[src/rtl/mem_arbiter.sv]
// Two-port arbiter for one synchronous 32-bit memory port with per-port lock ownership.
// Optional starvation guard for port 1 is enabled by defining MEM_ARB_STARVE_EN.
module mem_arbiter #(
    parameter int ADDR_W       = 16,
    parameter int DATA_W       = 32,
    parameter int STARVE_LIMIT = 4
) (
    input  logic              clock,
    input  logic              reset,
    input  logic              req0,
    input  logic              lock0,
    input  logic [ADDR_W-1:0] addr0,
    input  logic              we0,
    input  logic [DATA_W-1:0] wdata0,
    output logic              gnt0,
    output logic              rvalid0,
    output logic [DATA_W-1:0] rdata0,
    input  logic              req1,
    input  logic              lock1,
    input  logic [ADDR_W-1:0] addr1,
    input  logic              we1,
    input  logic [DATA_W-1:0] wdata1,
    output logic              gnt1,
    output logic              rvalid1,
    output logic [DATA_W-1:0] rdata1,
    output logic [ADDR_W-1:0] mem_addr,
    output logic              mem_we,
    output logic [DATA_W-1:0] mem_wdata,
    input  logic [DATA_W-1:0] mem_rdata
);

    typedef enum logic [1:0] {IDLE, OWN0, OWN1} owner_t;

    owner_t            owner_q, owner_d;
    logic [ADDR_W-1:0] addr_q;
    logic [DATA_W-1:0] wdata_q;
    logic              pend0_q, pend1_q;
    logic [DATA_W-1:0] rdata0_q, rdata1_q;
    logic              starve_force;

`ifdef MEM_ARB_STARVE_EN
    localparam int CNT_W = $clog2(STARVE_LIMIT + 1);
    logic [CNT_W-1:0] starve_q;

    assign starve_force = (starve_q == CNT_W'(STARVE_LIMIT));

    // Counts IDLE cycles where port 1 waits; saturates so the forced grant stays armed.
    always_ff @(posedge clock) begin
        if (reset)
            starve_q <= '0;
        else if (gnt1)
            starve_q <= '0;
        else if (owner_q == IDLE && req1 && !starve_force)
            starve_q <= starve_q + 1'b1;
    end
`else
    assign starve_force = 1'b0;
`endif

    // NOTE: every output of this block gets a default first so no latch is inferred.
    always_comb begin
        gnt0    = 1'b0;
        gnt1    = 1'b0;
        owner_d = owner_q;
        if (!reset) begin
            unique case (owner_q)
                IDLE: begin
                    if (req1 && starve_force) gnt1 = 1'b1;
                    else if (req0)            gnt0 = 1'b1;
                    else if (req1)            gnt1 = 1'b1;
                    if (gnt0 && lock0)        owner_d = OWN0;
                    else if (gnt1 && lock1)   owner_d = OWN1;
                end
                OWN0: begin
                    gnt0 = req0;
                    if (!lock0) owner_d = IDLE;
                end
                OWN1: begin
                    gnt1 = req1;
                    if (!lock1) owner_d = IDLE;
                end
                default: owner_d = IDLE;
            endcase
        end
    end

    // With no grant the address and data hold their last issued values.
    always_comb begin
        mem_we    = (gnt0 && we0) || (gnt1 && we1);
        mem_addr  = addr_q;
        mem_wdata = wdata_q;
        if (reset) begin
            mem_addr  = '0;
            mem_wdata = '0;
        end else if (gnt0) begin
            mem_addr  = addr0;
            mem_wdata = wdata0;
        end else if (gnt1) begin
            mem_addr  = addr1;
            mem_wdata = wdata1;
        end
    end

    // NOTE: sequential state uses non-blocking assignments so every register samples pre-edge values.
    always_ff @(posedge clock) begin
        if (reset) begin
            owner_q  <= IDLE;
            addr_q   <= '0;
            wdata_q  <= '0;
            pend0_q  <= 1'b0;
            pend1_q  <= 1'b0;
            rdata0_q <= '0;
            rdata1_q <= '0;
        end else begin
            owner_q <= owner_d;
            if (gnt0 || gnt1) begin
                addr_q  <= mem_addr;
                wdata_q <= mem_wdata;
            end
            pend0_q <= gnt0 && !we0;
            pend1_q <= gnt1 && !we1;
            if (pend0_q) rdata0_q <= mem_rdata;
            if (pend1_q) rdata1_q <= mem_rdata;
        end
    end

    // Read data passes straight through in its valid cycle; reset suppresses an in-flight return.
    assign rvalid0 = pend0_q && !reset;
    assign rvalid1 = pend1_q && !reset;
    assign rdata0  = reset ? '0 : (pend0_q ? mem_rdata : rdata0_q);
    assign rdata1  = reset ? '0 : (pend1_q ? mem_rdata : rdata1_q);

endmodule

[config.mk]
export PLATFORM = sky130hd
export DESIGN_NAME = mem_arbiter
export DESIGN_NICKNAME = d
export VERILOG_FILES = /design/src/rtl/mem_arbiter.sv
export SDC_FILE = /design/constraint.sdc
export NUM_CORES = 1
export LEC_CHECK = 0
export CORE_MARGIN = 2
export CORE_UTILIZATION = 40
export CTS_BUF_LIST = sky130_fd_sc_hd__clkbuf_8 sky130_fd_sc_hd__clkbuf_16
export CTS_CLUSTER_DIAMETER = 30
export DETAILED_ROUTE_END_ITERATION = 8
export DONT_BUFFER_PORTS = 1
export GPL_TIMING_DRIVEN = 1
export PLACE_DENSITY = 0.5
export SETUP_SLACK_MARGIN = 0.1
export SLEW_MARGIN = 5
export SYNTH_ARGS = -nofsm -noshare
export SYNTH_HDL_FRONTEND = slang
export SYNTH_SLANG_ARGS = --single-unit
export TNS_END_PERCENT = 20
[constraint.sdc]
create_clock -name clock -period 1.4 [get_ports clock]
set_input_delay 0.07 -clock clock [delete_from_list [all_inputs] [get_ports clock]]
set_output_delay 0.07 -clock clock [all_outputs]
set_load 0.02 [all_outputs]
* After elaboration in Yosys (flattened, before gate mapping)
Index checks and enable logic that the tools add are counted. W data, S select, Z words.
Storage, ports and cells: bits in registers 116, output and inout bits 117, word-level logic and storage cells 53
Operators by class: eq/ne operators 5, mux-type cells 26, reduce and logical (&&, ||, !) cells 15
Operators with widths (number):
- $mux W32 | 7
- $mux W16 | 3
- $mux W1 | 9
- $logic_and A1 B1 Y1 | 8
- $mux W2 | 4
- $pmux W2 S3 | 1
- $ne A2 B2 Y1 const B | 2
- $pmux W1 S2 | 2
- $logic_not A1 Y1 | 3
- $ne A3 B3 Y1 const B | 1
- $reduce_and A3 Y1 | 1
- $eq A2 B1 Y1 const B | 1
- $eq A2 B2 Y1 const B | 1
- $logic_not A2 Y1 | 1
- $logic_or A1 B1 Y1 | 2

* Longest topological paths before layout
Gate-level depths: netlist (run 1).
word-level depth 9, depth in mapped cells 5

* Worst setup path after synthesis (run 1)
Ideal clock, no wire load.
path type register to output, start reg owner_q[1], end out mem_addr[15], arrival time 1446 ps, path slack -116 ps, cell stages (with the launch flop) 6, path buffers 2, cells stage by stage dfxtp_1 nand2b_2 buf_4 buf_2 nor2_1 a211oi_1
On the way: cells in the longest elaborated chain, start to end 6
RTL lines:
- start, declared | RTL line 34 | owner_t owner_q, owner_d;
- start signal, assigned | RTL line 115 | owner_q <= owner_d;
- $eq A2 B2 Y1 or $logic_not A2 Y1 (tied branches) | RTL line 66 | unique case (owner_q)
- $pmux W1 S2 | RTL line 66
- $mux W1 | RTL line 65 | if (!reset) begin
- $mux W16 | RTL line 98 | end else if (gnt1) begin
- $mux W16 * | RTL line 95 | end else if (gnt0) begin
- $mux W16 * | RTL line 92 | if (reset) begin
- end, declared | RTL line 26 | output logic [ADDR_W-1:0] mem_addr,
Mark *: on every way between the ends. The rest lies on a longest branch, timed or not.

* Worst setup path after layout (run 1)
start reg owner_q[0], end out mem_wdata[14]
On the way: cells in the longest elaborated chain, start to end 6
RTL lines:
- $eq A2 B2 Y1 or $logic_not A2 Y1 (tied branches) | RTL line 66
- $pmux W1 S2 | RTL line 66
- $mux W1 | RTL line 65
- $mux W32 | RTL line 98
- $mux W32 * | RTL line 95
- $mux W32 * | RTL line 92
- end, declared | RTL line 28 | output logic [DATA_W-1:0] mem_wdata,
Marks and branches as above.

==> out/results.tsv, run 1 <==
metric	value	unit
crit_path_end_kind	output pin	
nets	741	
cp.required	1.33	ns
dr.pass1.iters	4	
wl_per_cell	19.6	um
ys_seq_elements	116	
grtUsageMet2	36.1	%
power.density	1240	nW/um^2
whs	-0.251	ns
grt_max_degree	170	
critPathArrivalTime	1.73	ns
yosys-top-cells-area	dfxtp_1 46%, mux2i_1 22%, a211oi_1 14%	
maxCapViolations	0	
drt_iter0_drc	230	
period_minus_slack	1.80	ns
setup_viol	115	
yosys_warnings	0	
chipHeight	116	um
pre_cts_slack	-0.0264	ns
antenna_found_initial	0	
die_w	116	um
track_usage	21.1	%
route.detailed.drc	0	
violations	hold timing, setup timing	
antenna_left	0	
coreArea	12100	um^2
cts_buffer_depth	2	
syn_to_final_growth	58.6	%
status	complete, but fails checks	
cts_tree	done	
hold_viol	116	
busiest_layer	met2	
clock_latency	0.40	ns
ir_drop	0.709	mV
timing.final.crit_share	128	%
grt_pass1_wl	21.7	mm
start_kind	flop	
tightest_slew	0.375	ns
fin_ws	-0.396	ns
vias	4205	
hpwl	9.26	mm
syn_area	5020	um^2
viasPerCell	5.35	
diodes	0	
ff_latch_area	2330	um^2
r2r_slack	0.01	ns
cts_num_sinks	116	
ios	253	
ys_seq_area_share	46.3	%
rsz0062_at_grt	yes	
yosysTopAreaCell	dfxtp_1	
first_global_vias	4170	
ctsHoldBuffers	2	
syn_nets	644	
multiInputGateArea	3390	um^2
use_met3	7.58	%
crit_type	reg -> out	
gp_congestion	0.759	
start_util	41.4	%
netlist.area_leader.share	46.3	%
power_leakage	2.90	nW
cts_max_level	4	
cts_root_buffer	clkbuf_16	
p_total	9.85	mW
rows	40	
cts.reportedPaths.clkPinSlew	0.05	ns
avgSynthCellArea	9.88	um^2
yosysUniqueCellTypes	25	
path_max_fanout	6	
hp-class	in -> reg	
nFillCells	936	
skew	0.00425	ns
slew_headroom	74.9	%
wirelength	15.4	mm
drive_gt1_share	42.4	%
io_buffers	0	
dieArea	13500	um^2
timing.fmax	557	MHz
slew_violations	0	
netlist_instances	508	
cts_made_buffers	17	
overflow	0	
use_met1	23.4	%
[synthesized netlist by cell type]
| master | instances |
|---|---|
| a211oi_1 | 96 |
| a21oi_1 | 2 |
| a221oi_1 | 1 |
| and3b_1 | 1 |
| buf_1 | 1 |
| buf_12 | 5 |
| buf_2 | 15 |
| buf_4 | 1 |
| buf_6 | 1 |
| clkbuf_1 | 26 |
| dfxtp_1 | 116 |
| mux2i_1 | 112 |
| nand2_1 | 3 |
| nand2b_1 | 1 |
| nand2b_2 | 1 |
| nand3_1 | 1 |
| nand3b_1 | 1 |
| nor2_1 | 115 |
| nor2b_1 | 2 |
| nor2b_2 | 1 |
| nor3_1 | 2 |
| nor3b_1 | 1 |
| nor4b_1 | 1 |
| o211a_1 | 1 |
| o21ai_0 | 1 |
[flip-flops by register name (all words and copies together), names as in the netlist]
name / count
addr_q: 16
owner_q: 2
pend0_q: 1
pend1_q: 1
rdata0_q: 32
rdata1_q: 32
wdata_q: 32
[area by class of cell]
type | instances | share of cell area [%]
clock buffer | 20 | 5.86
tap | 168 | 2.64
clock inverter | 12 | 1.12
sequential | 116 | 29.2
timing repair buffer | 127 | 18.6
multi-input combinational | 343 | 42.6
[what timing repair did]
item                                   CTS  global route
cloned                                  10             6
setup buffers                           10             4
resized for setup                       66            43
setup endpoints to repair              158           160
pin swaps                               38            29
endpoints found under the hold margin  116           116
[per-layer routing]
metal  share of wire [%]  up-vias
met4                 2.5        0
met2                  53      168
li1                    -     1998
met3                 7.1       23
met1                  38     2016
met5                   0        -
[worst max-delay path: stages (launching register included)]
cell and delay [ns]:
dfxtp_2 0.33, nor2b_4 0.14, buf_12 0.17, buf_16 0.15
mux2i_4 0.27, a211oi_4 0.10, buf_6 0.14
[worst paths after layout]
path,cells past startpoint,from,end
max,6,owner_q[0]$_SDFFE_PP0P_,mem_wdata[14]
max reg2reg,6,owner_q[0]$_SDFFE_PP0P_,wdata_q[10]$_SDFFE_PP0P_
min,1,reset,wdata_q[21]$_SDFFE_PP0P_
min reg2reg,2,rdata1_q[6]$_DFF_P_,rdata1_q[6]$_DFF_P_
[power breakdown]
| group | switching [mW] | internal (mW) |
|---|---|---|
| combinational | 1.14 | 1.12 |
| sequential | 0.104 | 3.51 |
| clock | 1.43 | 2.54 |
[cell families (layout without fill, tap and decap cells)]
| group | count (synthesis) | after routing | share of synthesized area [%] |
|---|---|---|---|
| AO/OA/AOI/OAI | 101 | 101 | 15.0 |
| multiplexers | 112 | 112 | 22.3 |
| buffers and inverters | 49 | 159 | 5.88 |
| AND/OR/NAND/NOR | 130 | 130 | 10.5 |
| flip-flops | 116 | 116 | 46.3 |
[cells in the final DEF (no fill, tap or decap), types with 15 or more instances in the layout]
| master | netlist | layout |
|---|---|---|
| nor2_1 | 115 | 112 |
| dfxtp_1 | 116 | 112 |
| buf_4 | 1 | 82 |
| mux2i_1 | 112 | 64 |
| a211oi_1 | 96 | 48 |
| a211oi_4 | 0 | 42 |
| mux2i_4 | 0 | 25 |
| mux2i_2 | 0 | 23 |
| clkbuf_16 | 0 | 22 |
| buf_6 | 1 | 15 |
[metrics by stage]
step,utilization (%),area (um^2),cells,setup TNS [ns]
5_1_grt,65.7,7960,786,-32.85
2_1_floorplan,-,5600,508,0
3_5_place_dp,52.1,6310,722,-0.0264
6_report,65.7,7960,786,-25.65
3_3_place_gp,52.1,6310,722,0
4_1_cts,62.1,7530,776,-27.04
No activity file was read; power rests on OpenSTA's default activity.
==> inputs of run 2 (changes only) <==
BUFFER_PORTS_ARGS = -buffer_cell sky130_fd_sc_hd__buf_4   (was unset)
DONT_BUFFER_PORTS = unset   (was 1)
PLACE_DENSITY = 0.68   (was 0.5)
==> run 2 against run 1 <==
The flow finishes with violations (setup timing). Clock-buffer cell count unchanged. Non-clock buffer count increased by 255. Worst hold slack improved by 0.25 ns. Sequential power is essentially flat. Die area unchanged. Register-to-register slack worse by 0.13 ns. Final cell count increased by 33%. Clock skew rose by 0.0016 ns. Critical path type unchanged. Largest cell class is now non-clock buffers.
==> out/results.tsv, run 2 (synthesized netlist as in run 1, its figures left out) <==
metric	value	unit	change
status	complete, but fails checks		
violations	setup timing		
nFillCells	641		-32%
coreArea	12100	um^2	unchanged
start_kind	flop		
io_buffers	252		+252
min_delay_path_depth	3		+2
slowest_stage	dfxtp_2		
p_total	11.7	mW	+19%
cts_made_buffers	17		unchanged
cp-startpoint	owner_q[0]$_SDFFE_PP0P_		
dp_cells	939		+30%
rsz0062_at_grt	yes		
timing.final.crit_share	136	%	+8.1 points
slowest_delay	0.34	ns	about the same
power_leakage	4.25	nW	+47%
timing.fmax	524	MHz	-5.9%
dr.pass1.iters	4		unchanged
ios	253		unchanged
reg_top3	rdata0_q (32), rdata1_q (32), wdata_q (32)		
r2r_cells	7		+1
grt_max_degree	61		-64%
overflow	0		unchanged
layout_common_cells	264 x buf_4, 112 x dfxtp_1, 101 x nor2_1		
crit_path_end_kind	output pin		
wirelength	20.8	mm	+35%
power.density	1140	nW/um^2	-7.7%
dieArea	13500	um^2	unchanged
antenna_left	0		unchanged
wl_per_cell	20.0	um	+2.0%
vias	5415		+29%
maxCapViolations	0		unchanged
holdPathEnd	rdata0_q[16]$_DFF_P_		
slew_headroom	66.4	%	-8.5 points
cts_buffer_depth	2		unchanged
tightest_slew	0.504	ns	+0.129 ns
hold_viol	0		-100%
r2r_slack	-0.12	ns	-0.13 ns
period_minus_slack	1.91	ns	+0.113 ns
whs	0.000648	ns	+0.251 ns
cts.reportedPaths.clkPinSlew	0.05	ns	about the same
cts_num_sinks	116		unchanged
diodes	0		unchanged
grt_pass1_wl	27.9	mm	+28%
hpwl	11.6	mm	+25%
route.detailed.drc	0		unchanged
crit_type	reg -> out		
first_global_vias	5551		+33%
min_from	mem_rdata[16]		
path_max_fanout	9		+3
r2r_start	owner_q[0]$_SDFFE_PP0P_		
viasPerCell	5.20		-2.9%
slew_violations	0		unchanged
pwr-share-comb	28.3	%	+5.3 points
cts_tree	done		
drt_iter0_drc	228		-0.87%
critPathArrivalTime	1.84	ns	+0.11 ns
finalNonFillerCells	1042		+33%
path_buf_inv	3		unchanged
ir_drop	0.762	mV	+7.5%
die_w	116	um	unchanged
p_int	8.53	mW	+19%
start_util	41.4	%	unchanged
placed_area	8030	um^2	+27%
drive_gt1_share	56.1	%	+14 points
chipHeight	116	um	unchanged
cts_root_buffer	clkbuf_16		
layout_commonest_cell	buf_4		
pwr-share-seq	31.0	%	-5.7 points
cp.required	1.33	ns	about the same
syn_to_final_growth	104	%	
p_sw	3.16	mW	+18%
path_cells	nor2b_4, buf_12, buf_16, mux2i_4, a211oi_4, buf_6		
final_core_utilization	84.5	%	+19 points
hp-class	in -> reg		
nets	997		+35%
antenna_found_initial	0		unchanged
rows	40		unchanged
pwr-share-clk	40.7	%	+0.4 points
track_usage	26.8	%	+5.7 points
fin_ws	-0.509	ns	-0.113 ns
fin_tns_setup	-32.63	ns	-6.98 ns
gp_congestion	0.797		+5.0%
skew	0.00587	ns	+0.00162 ns
reg2reg_to	wdata_q[29]$_SDFFE_PP0P_		
stdcell_area	10200	um^2	+29%
pre_cts_slack	-0.112	ns	-0.0855 ns
switching_share	27.0	%	-0.11 points
cts_max_level	4		unchanged
cp_top_family	buffers and inverters		
setup_viol	131		+14%
clock_latency	0.40	ns	about the same
run 2: area by class of cell:
type                       count  area [um^2]  area share, %
clock buffer                  20          467           4.56
clock inverter                12          185           1.81
sequential                   116         2330           22.7
timing repair buffer         382         3640           35.6
tap                          168          210           2.05
multi-input combinational    344         3410           33.3
run 2: timing repair:
item	in CTS	in global routing
endpoints found under the hold margin	58	0
pin swaps	3	25
gates cloned	5	9
setup endpoints to repair	165	165
buffers inserted	5	19
hold buffers	33	0
resized for setup	86	60
run 2: worst max path at each step:
stage	to	cells after the start
after floorplan	mem_addr[0]	4
after global placement	mem_wdata[16]	5
after detailed placement	mem_wdata[6]	5
after CTS	mem_wdata[25]	6
after global routing	mem_wdata[29]	7
final	mem_wdata[10]	6
run 2: power groups by stage:
stage / registers [mW] / logic (mW) / clock network (mW)
after CTS: 3.59 / 2.86 / 4.79
after global placement: 3.63 / 2.38 / 0
after global routing: 3.63 / 3.46 / 4.98
final: 3.62 / 3.31 / 4.76
after detailed placement: 3.63 / 2.44 / 0
after floorplan: 3.61 / 1.44 / 0
run 2: worst min-delay path, delay by kind of cell:
kind / cells / cell delay [ns]
AND/OR/NAND/NOR: 1 / 0.14
buffers and inverters: 1 / 0.08
multiplexers: 1 / 0.06
run 2: layer usage:
metal  GRT usage [%]  part of all wire (%)  wire length, um
met3            9.99                   8.1             1690
met4            11.1                   3.3              679
met2            47.6                    52            10800
met1            28.8                    36             7590
met5               0                     0                0
